===== src/rtl/step_gen_pkg.sv =====
// rtl/step_gen_pkg.sv - shared FSM state type and sizing helpers for the step generator
package step_gen_pkg;

    typedef enum logic [2:0] {
        ST_IDLE,
        ST_SETUP,
        ST_RUN,
        ST_PULSE,
        ST_HOLD
    } axis_state_e;

    // Shortest spacing that still fits a full pulse plus the DIR hold window.
    function automatic int min_period(input int step_len, input int dir_hold);
        return step_len + dir_hold + 1;
    endfunction

    function automatic int max3(input int a, input int b, input int c);
        int m;
        m = (a > b) ? a : b;
        return (m > c) ? m : c;
    endfunction

    // The most-negative value is handled by the caller sign-extending first.
    function automatic logic [63:0] magnitude(input logic signed [63:0] v);
        return v[63] ? 64'(-v) : 64'(v);
    endfunction

endpackage


===== src/rtl/step_axis_channel.sv =====
// rtl/step_axis_channel.sv - one STEP/DIR channel: FSM, period ticks, shared timer, position
module step_axis_channel
    import step_gen_pkg::*;
#(
    parameter int PERIOD_BITS = 32,
    parameter int POS_BITS    = 32,
    parameter int STEP_LEN    = 160,
    parameter int DIR_SETUP   = 40,
    parameter int DIR_HOLD    = 40
) (
    input  logic                          clk_i,
    input  logic                          reset_i,
    input  logic                          enable_i,
    input  logic signed [PERIOD_BITS-1:0] period_i,
    input  logic                          pos_load_i,
    input  logic        [POS_BITS-1:0]    pos_value_i,
    output logic        [POS_BITS-1:0]    position_o,
    output logic                          step_o,
    output logic                          dir_o,
    output logic                          busy_o
);

    localparam int TIMER_W = $clog2(max3(STEP_LEN, DIR_SETUP, DIR_HOLD) + 1);
    localparam logic [PERIOD_BITS-1:0] MIN_EFF    = PERIOD_BITS'(min_period(STEP_LEN, DIR_HOLD));
    localparam logic [TIMER_W-1:0]     SETUP_LOAD = TIMER_W'(DIR_SETUP - 1);
    localparam logic [TIMER_W-1:0]     PULSE_LOAD = TIMER_W'(STEP_LEN - 1);
    localparam logic [TIMER_W-1:0]     HOLD_LOAD  = TIMER_W'((DIR_HOLD > 0) ? DIR_HOLD - 1 : 0);

    axis_state_e                state_q;
    logic [PERIOD_BITS-1:0]     ticks_q;
    logic [TIMER_W-1:0]         timer_q;
    logic                       step_q;
    logic                       dir_q;
    logic [POS_BITS-1:0]        pos_q;

    logic [PERIOD_BITS-1:0]     mag;
    logic [PERIOD_BITS-1:0]     eff_period;
    logic                       go;
    logic                       fwd;
    logic                       hit;

    always_comb begin
        mag        = PERIOD_BITS'(magnitude(64'(period_i)));
        eff_period = (mag < MIN_EFF) ? MIN_EFF : mag;
        go         = enable_i && (mag != '0);
        fwd        = !period_i[PERIOD_BITS-1];
        hit        = (ticks_q + PERIOD_BITS'(1)) >= eff_period;
    end

    always_ff @(posedge clk_i) begin
        if (reset_i) begin
            state_q <= ST_IDLE;
            ticks_q <= '0;
            timer_q <= '0;
            step_q  <= 1'b0;
            dir_q   <= 1'b1;
            pos_q   <= '0;
        end else begin
            case (state_q)
                ST_IDLE: begin
                    if (go) begin
                        state_q <= ST_SETUP;
                        dir_q   <= fwd;
                        ticks_q <= '0;
                        timer_q <= SETUP_LOAD;
                    end
                end
                ST_SETUP: begin
                    if (timer_q == '0) state_q <= ST_RUN;
                    else               timer_q <= timer_q - 1'b1;
                end
                ST_RUN: begin
                    // A direction reversal goes back through IDLE so SETUP is honoured again.
                    if (!go || (fwd != dir_q)) begin
                        state_q <= ST_IDLE;
                    end else if (hit) begin
                        ticks_q <= '0;
                        step_q  <= 1'b1;
                        pos_q   <= dir_q ? pos_q + 1'b1 : pos_q - 1'b1;
                        timer_q <= PULSE_LOAD;
                        state_q <= ST_PULSE;
                    end else begin
                        ticks_q <= ticks_q + 1'b1;
                    end
                end
                ST_PULSE: begin
                    ticks_q <= ticks_q + 1'b1;
                    if (timer_q == '0) begin
                        step_q <= 1'b0;
                        if (DIR_HOLD == 0) begin
                            state_q <= ST_RUN;
                        end else begin
                            state_q <= ST_HOLD;
                            timer_q <= HOLD_LOAD;
                        end
                    end else begin
                        timer_q <= timer_q - 1'b1;
                    end
                end
                ST_HOLD: begin
                    ticks_q <= ticks_q + 1'b1;
                    if (timer_q == '0) state_q <= ST_RUN;
                    else               timer_q <= timer_q - 1'b1;
                end
                default: state_q <= ST_IDLE;
            endcase
            // Preload overrides a same-cycle step increment.
            if (pos_load_i) pos_q <= pos_value_i;
        end
    end

    assign position_o = pos_q;
    assign step_o     = step_q;
    assign dir_o      = dir_q;
    assign busy_o     = (state_q != ST_IDLE);

endmodule


===== src/rtl/multi_axis_step_generator.sv =====
// rtl/multi_axis_step_generator.sv - NUM_AXES independent STEP/DIR channels on packed buses
module multi_axis_step_generator
    import step_gen_pkg::*;
#(
    parameter int NUM_AXES    = 4,
    parameter int PERIOD_BITS = 32,
    parameter int POS_BITS    = 32,
    parameter int STEP_LEN    = 160,
    parameter int DIR_SETUP   = 40,
    parameter int DIR_HOLD    = 40
) (
    input  logic                          clk_i,
    input  logic                          reset_i,
    input  logic                          enable_i,
    input  logic [NUM_AXES*PERIOD_BITS-1:0] period_i,
    input  logic [NUM_AXES-1:0]           pos_load_i,
    input  logic [NUM_AXES*POS_BITS-1:0]  pos_value_i,
    output logic [NUM_AXES*POS_BITS-1:0]  position_o,
    output logic [NUM_AXES-1:0]           step_o,
    output logic [NUM_AXES-1:0]           dir_o,
    output logic [NUM_AXES-1:0]           busy_o
);

    for (genvar i = 0; i < NUM_AXES; i++) begin : g_axis
        step_axis_channel #(
            .PERIOD_BITS(PERIOD_BITS),
            .POS_BITS   (POS_BITS),
            .STEP_LEN   (STEP_LEN),
            .DIR_SETUP  (DIR_SETUP),
            .DIR_HOLD   (DIR_HOLD)
        ) u_channel (
            .clk_i      (clk_i),
            .reset_i    (reset_i),
            .enable_i   (enable_i),
            .period_i   (period_i[i*PERIOD_BITS +: PERIOD_BITS]),
            .pos_load_i (pos_load_i[i]),
            .pos_value_i(pos_value_i[i*POS_BITS +: POS_BITS]),
            .position_o (position_o[i*POS_BITS +: POS_BITS]),
            .step_o     (step_o[i]),
            .dir_o      (dir_o[i]),
            .busy_o     (busy_o[i])
        );
    end

endmodule

===== config.mk =====
export PLATFORM = sky130hd
export DESIGN_NAME = multi_axis_step_generator
export DESIGN_NICKNAME = d
export VERILOG_FILES = /design/src/rtl/step_gen_pkg.sv /design/src/rtl/step_axis_channel.sv /design/src/rtl/multi_axis_step_generator.sv
export SDC_FILE = /design/constraint.sdc
export NUM_CORES = 2
export LEC_CHECK = 0
export CORE_MARGIN = 8
export CORE_UTILIZATION = 53
export CTS_CLUSTER_DIAMETER = 120
export DETAILED_ROUTE_END_ITERATION = 8
export GPL_ROUTABILITY_DRIVEN = 0
export PLACE_DENSITY = 0.77
export SETUP_SLACK_MARGIN = 0.5
export SYNTH_ARGS = -nofsm -noshare
export SYNTH_HDL_FRONTEND = slang
export SYNTH_HIERARCHICAL = 1
export SYNTH_SLANG_ARGS = --single-unit

===== constraint.sdc =====
create_clock -name clk_i -period 12.7 [get_ports clk_i]
set_clock_uncertainty 0.1 [all_clocks]
set_input_delay 3.175 -clock clk_i [delete_from_list [all_inputs] [get_ports clk_i]]
set_output_delay 3.175 -clock clk_i [all_outputs]
set_load 0.01 [all_outputs]

## After elaboration in Yosys (flattened, before gate mapping)

Index checks and enable logic that the tools add are counted.

| storage, ports and cells | value |
|---|---|
| flip-flop bits (word level) | 308 |
| logic and storage cells | 296 |

| cells by class | value |
|---|---|
| add/subtract/negate cells | 20 |
| $lt $le $gt $ge | 8 |
| equality and inequality tests | 52 |
| mux-type cells | 108 |
| reductions and logical operators | 84 |

Operators with widths:

| operator | number |
|---|---|
| 32-bit 2-to-1 mux | 40 |
| 32-bit case mux with 3 select lines | 4 |
| 32-bit by 1-bit adder with 32-bit output, second input constant | 8 |
| 8-bit 2-to-1 mux | 20 |
| 32-bit greater-or-equal comparator | 4 |
| 32-bit by 8-bit less-than comparator with 1-bit output, second input constant | 4 |
| 32-bit negation | 4 |
| 8-bit case mux with 4 select lines | 4 |
| 32-bit nonzero test | 4 |
| 32-bit by 1-bit subtractor with 32-bit output, second input constant | 4 |
| 3-bit 2-to-1 mux | 20 |
| 3-bit case mux with 4 select lines | 4 |
| 8-bit logical NOT | 4 |
| 2-bit by 1-bit inequality test with 1-bit output, second input constant | 16 |
| 4-bit AND reduction | 8 |
| 8-bit by 1-bit subtractor with 8-bit output, second input constant | 4 |
| 3-bit by 2-bit == test with 1-bit output, second input constant | 8 |
| 2-bit inequality test, second input constant | 12 |
| 3-bit AND reduction | 8 |
| 2-bit nonzero test | 12 |
| 3-bit nonzero test | 8 |
| 5-bit AND reduction | 4 |
| 4-bit nonzero test | 4 |
| 2-bit OR reduction | 8 |
| 11 further kinds | 56 |

## Depth between registers and ports, before layout

| depth | value |
|---|---|
| word-level depth | 9 |
| gate-level depth with buffers | 26 |

## Cells and area by module

The synthesis kept the hierarchy.

By module, submodules not included:

| module | instances | cells each | area each (sq um) | seq. area each (sq um) |
|---|---|---|---|---|
| step_axis_channel (g_axis[0].u_channel ...) | 3 | 1,007 | 7,502.2 | 1,541.5 |
| step_axis_channel (g_axis[3].u_channel) | 1 | 1,007 | 7,603.5 | 1,541.5 |

## Worst setup path after synthesis

Ideal clock, no wire load.

| timing | value |
|---|---|
| path kind | input -> register |
| from | in period_i[0] |
| to | reg g_axis[0].u_channel.ticks_q[27] |
| library setup time | 0.070 ns |
| data arrival time | 8.098 ns |
| required time | 12.530 ns |
| path slack | 4.431 ns |
| stages on the path | 25 |
| buffers on the path | 2 |
| path through | inv_1 > ha_1 > nor3b_2 > nand3_2 > or4_1 > a21oi_1 > o2111ai_1 > a2111oi_4 > and3_1 > and2_1 > or2_2 > ha_1 > nand2b_1 > a21oi_1 > o21ai_0 > a2111oi_0 > nor2_1 > o21ai_0 > a21oi_1 > o31a_1 > clkbuf_1 > nor2_1 > buf_2 > nand3_1 > a21oi_1 |

| between the ends | value |
|---|---|
| cells in the longest elaborated chain, start to end | 8 |

RTL lines:

| what | line | RTL |
|---|---|---|
| start: declaration | multi_axis_step_generator.sv:15 | `input logic [NUM_AXES*PERIOD_BITS-1:0] period_i,` |
| 32-bit negation | step_gen_pkg.sv:25 | `return v[63] ? 64'(-v) : 64'(v);` |
| 32-bit 2-to-1 mux (*) | step_gen_pkg.sv:25 |  |
| 32-bit by 8-bit less-than comparator with 1-bit output or 32-bit nonzero test (tied branches) | step_axis_channel.sv:44, step_axis_channel.sv:45 |  |
| 32-bit 2-to-1 mux or 1-bit logical AND (tied branches) | step_axis_channel.sv:44, step_axis_channel.sv:45 |  |
| 32-bit greater-or-equal comparator or 1-bit logical NOT (tied branches) | step_axis_channel.sv:47, step_axis_channel.sv:74 |  |
| 32-bit 2-to-1 mux or 1-bit logical OR (tied branches) | step_axis_channel.sv:76, step_axis_channel.sv:74 |  |
| 32-bit 2-to-1 mux or 2-bit inequality test (tied branches) | -- |  |
| 32-bit case mux with 3 select lines or 3-bit AND reduction (tied branches) | -- |  |
| end signal: assignment | step_axis_channel.sv:83 | `ticks_q <= ticks_q + 1'b1;` |
| end signal: assignment | step_axis_channel.sv:87 | `ticks_q <= ticks_q + 1'b1;` |
| end signal: assignment | step_axis_channel.sv:101 | `ticks_q <= ticks_q + 1'b1;` |
| end: declaration | step_axis_channel.sv:30 | `logic [PERIOD_BITS-1:0] ticks_q;` |

Mark *: on every way between the ends. The rest lies on a longest branch, timed or not. The select of a mux whose other input is x is not followed.
A chain may end at the register's enable or synchronous reset.

## Worst setup path in the final report

| timing | value |
|---|---|
| from | in period_i[33] |
| to | reg g_axis[1].u_channel.ticks_q[2] |

| between the ends | value |
|---|---|
| cells in the longest elaborated chain, start to end | 8 |

RTL lines:

| what | line |
|---|---|
| 32-bit negation | step_gen_pkg.sv:25 |
| 32-bit 2-to-1 mux (*) | step_gen_pkg.sv:25 |
| 32-bit by 8-bit less-than comparator with 1-bit output or 32-bit nonzero test (tied branches) | step_axis_channel.sv:44, step_axis_channel.sv:45 |
| 32-bit 2-to-1 mux or 1-bit logical AND (tied branches) | step_axis_channel.sv:44, step_axis_channel.sv:45 |
| 32-bit greater-or-equal comparator or 1-bit logical NOT (tied branches) | step_axis_channel.sv:47, step_axis_channel.sv:74 |
| 32-bit 2-to-1 mux or 1-bit logical OR (tied branches) | step_axis_channel.sv:76, step_axis_channel.sv:74 |
| 32-bit 2-to-1 mux or 2-bit inequality test (tied branches) | -- |
| 32-bit case mux with 3 select lines or 3-bit AND reduction (tied branches) | -- |
| end signal: assignment | step_axis_channel.sv:83 |
| end signal: assignment | step_axis_channel.sv:87 |
| end signal: assignment | step_axis_channel.sv:101 |
| end: declaration | step_axis_channel.sv:30 |

Marked as above.

==> summary.txt <==
Die Footprint - 64700 um2
Combinational share of power - 0.383
TritonCTS clock tree - built
Fin Setup TNS - 0 ns
NetSw - 1.36 mW
Residual DRC - 0
Drt wl/cell - 17.8 um
Top Usage Layer GRT - met2
Worst-Skew Late Latency - 0.56 ns
H-tree depth - 2
Antenna violations before repair - 4
Syn Std Cell Area - 30100 um2
Switching power share of the total - 0.375
CTS max path bufs - 3
Count of different cell masters after synthesis - 89
Final HPWL DP - 66.9 mm
Worst-margin pin slew - 1.16 ns
Setup violators final - 0
Global-route wire length before repair - 145 mm
Final number of hold-violating endpoints - 0
Synth Area per Inst - 7.48 um2
Post-synth top flop - dfxtp_1
CP Launch Type - primary input
VDD IR max - 0.110 mV
Initial Utilization - 0.535
Critical path data required time - 13.08 ns
Area delta synth->final - 18.7%
Ys async rst share - 0
Cell Area, Placed - 34500 um2
Met2 Resource Use GR - 0.440
GR Overflow Total - 0
P_leak - 14.6 nW
Yosys reg bits - 308
Sequential cell area - 6170 um2
Num rows - 87
Die Height - 254 um
Worst-path fanout max - 33
Post-synth EDFFs - 0
Pwr dens - 101 nW/um2
Clock slew at reported path FFs - 0.06 ns
Sink Count - 308
GRT Overall Usage - 0.264
Status - finished clean
Clock root cell - clkbuf_16
Die X - 254 um
Power, Total - 3.62 mW
CTS Buf Count - 39
Yosys warns - 6
Pre-antenna DRT Iters - 7
Core Area - 56300 um2
Pint - 2.26 mW
Achievable frequency - 104 MHz
Via/cell ratio - 6.09
Seq pwr share - 0.311
Fin cells - 5077
Hold_buf cts - 0
Final Slew Violations - 0
Drt total wl - 90.3 mm
Cell total after placement - 5002
Post-synthesis sequential area ratio - 0.205
Io pins - 403
Period utilization - 0.758
Max-cap violations - 0
Cell family with the largest share of critical-path delay - compound AO/OA/AOI/OAI gates
FILL cells - 5096
Max stage delay cell, worst path - nor2_1
Clock share of power - 0.306
Fin nets - 4818
RSZ-0062 raised after global routing - no
Global Route met1 Usage - 0.341
Crit-path max cell delay - 0.91 ns
CP Capture Type - flip-flop
Post-Syn Instances - 4028
Syn_nets - 4559
IO buf count - 402
Detailed router's first-iteration violation count - 2277
Slew margin rel. - 0.225
Critical path arrival - 10.01 ns
Top cell by count, worst path - a21oi_1
DRT antenna net count - 0
Resized cells post-CTS - 0
Post-CTS Setup Repair Bufs - 0
Largest net degree at the start of global routing - 91
Minimum clock period - 9.62 ns
Area occupied by multi-input gates - 22700 um2
M3 GR Usage - 0.0570
Final Cell Area - 35800 um2
Vias in the first global route - 28800
Class of the most critical setup path - in -> reg
Hold Crit Class - reg -> reg
Layout cells sized above 1 - 0.0500
DR vias - 30900
Crit path buffers/inverters - 3
## power groups by stage
| stage | Combinational [mW] | Sequential, mW | Clock, mW |
|---|---|---|---|
| final | 1.39 | 1.13 | 1.11 |
| after global routing | 1.54 | 1.14 | 1.18 |
| after CTS | 1.38 | 1.12 | 1.14 |
| after detailed placement | 1.36 | 1.14 | 0 |
| after global placement | 1.35 | 1.14 | 0 |
| after floorplan | 0.967 | 1.13 | 0 |
## cell type report
| cell class | count | share of cell area |
|---|---|---|
| flip-flops and latches | 308 | 0.172 |
| inverters | 122 | 0.0128 |
| multi-input cells | 3387 | 0.634 |
| clock buffers | 52 | 0.0307 |
| diodes | 4 | 0.000280 |
| well taps | 756 | 0.0265 |
| clock inverters | 19 | 0.00476 |
| repair buffers | 429 | 0.118 |
## stage by stage
stage,worst slack (ns),hold slack (ns),util
CTS,3.16,0.365,0.635
finish,3.08,0.364,0.635
global route,2.50,0.397,0.635
global placement,2.74,0.349,0.613
detailed placement,2.58,0.349,0.613
floorplan,4.43,0.357,-
## metal layers
layer	part of all wire	vias up	wire, um
li1	-	15400	-
met1	0.44	14500	39600
met2	0.46	925	41800
met3	0.072	149	6530
met4	0.026	2	2380
met5	0.00014	-	13
## cell usage after synthesis, types with 43 or more instances
library cell,n,area (um2)
xnor2_1,142,1240
xor2_1,208,1820
nand2_1,274,1030
nand3_1,101,505
a211oi_1,110,826
ha_1,264,3300
inv_1,119,447
a21o_1,67,503
clkbuf_1,163,612
and3_1,69,432
nand4_1,60,375
nor2_1,495,1860
dfxtp_1,308,6170
o21ai_0,247,1240
o21a_1,46,345
a21oi_1,331,1660
nor3b_1,43,323
nor3_1,177,886
## registers in the layout, indices dropped and copies added, names as in the netlist
register	flops
g_axis.u_channel/state_q	12
g_axis.u_channel/timer_q	32
g_axis.u_channel/dir_o	4
g_axis.u_channel/ticks_q	128
g_axis.u_channel/step_o	4
g_axis.u_channel/position_o	128
## logic make-up (layout without fill, tap and decap cells)
family / count (synthesis) / count (layout) / synth area share
mux: 55 / 55 / 0.0192
compound gates: 1162 / 1162 / 0.256
simple gates: 1552 / 1552 / 0.262
other cells: 0 / 4 / 0
xor+xnor: 350 / 350 / 0.102
buf+inv: 333 / 622 / 0.0443
fa+ha+maj: 268 / 268 / 0.112
flops: 308 / 308 / 0.205
## worst paths after layout
kind / slack (ns) / startpoint / cells past startpoint / end
max reg2reg: 6.64 / g_axis[1].u_channel/ticks_q[0] / 20 / g_axis[1].u_channel/ticks_q[2]
max: 3.08 / period_i[33] / 25 / g_axis[1].u_channel/ticks_q[2]
min: 0.36 / g_axis[1].u_channel/step_o / 2 / g_axis[1].u_channel/step_o
min reg2reg: 0.36 / g_axis[1].u_channel/step_o / 2 / g_axis[1].u_channel/step_o
## worst reg2reg max path: cells and delay by family (launching register included)
kind / cells / cell delay [ns]
compound gates: 9 / 1.91
fa+ha+maj: 1 / 0.29
flops: 1 / 0.41
xor+xnor: 1 / 0.27
simple gates: 8 / 2.74
buf+inv: 1 / 0.24
## placed cells by master, fill, tap and decap left out, types with 33 or more instances in the layout
cell	synthesis	routed
and3_1	69	69
o211ai_1	33	33
nand3b_1	39	39
xnor2_1	142	142
inv_1	119	119
nor2_1	495	495
ha_1	264	264
nand2_1	274	274
o21ai_0	247	247
nand3_1	101	101
or3_1	39	39
a21oi_1	331	331
nor4_1	40	40
or4_1	37	37
xor2_1	208	208
clkdlybuf4s50_1	0	401
nand4_1	60	60
nand2b_1	41	41
a211oi_1	110	110
dfxtp_1	308	308
a31oi_1	42	42
nor3_1	177	177
a21o_1	67	67
mux2i_1	34	34
o21a_1	46	46
clkbuf_16	0	40
nor3b_1	43	43
Power figures use the tool's default switching activity.
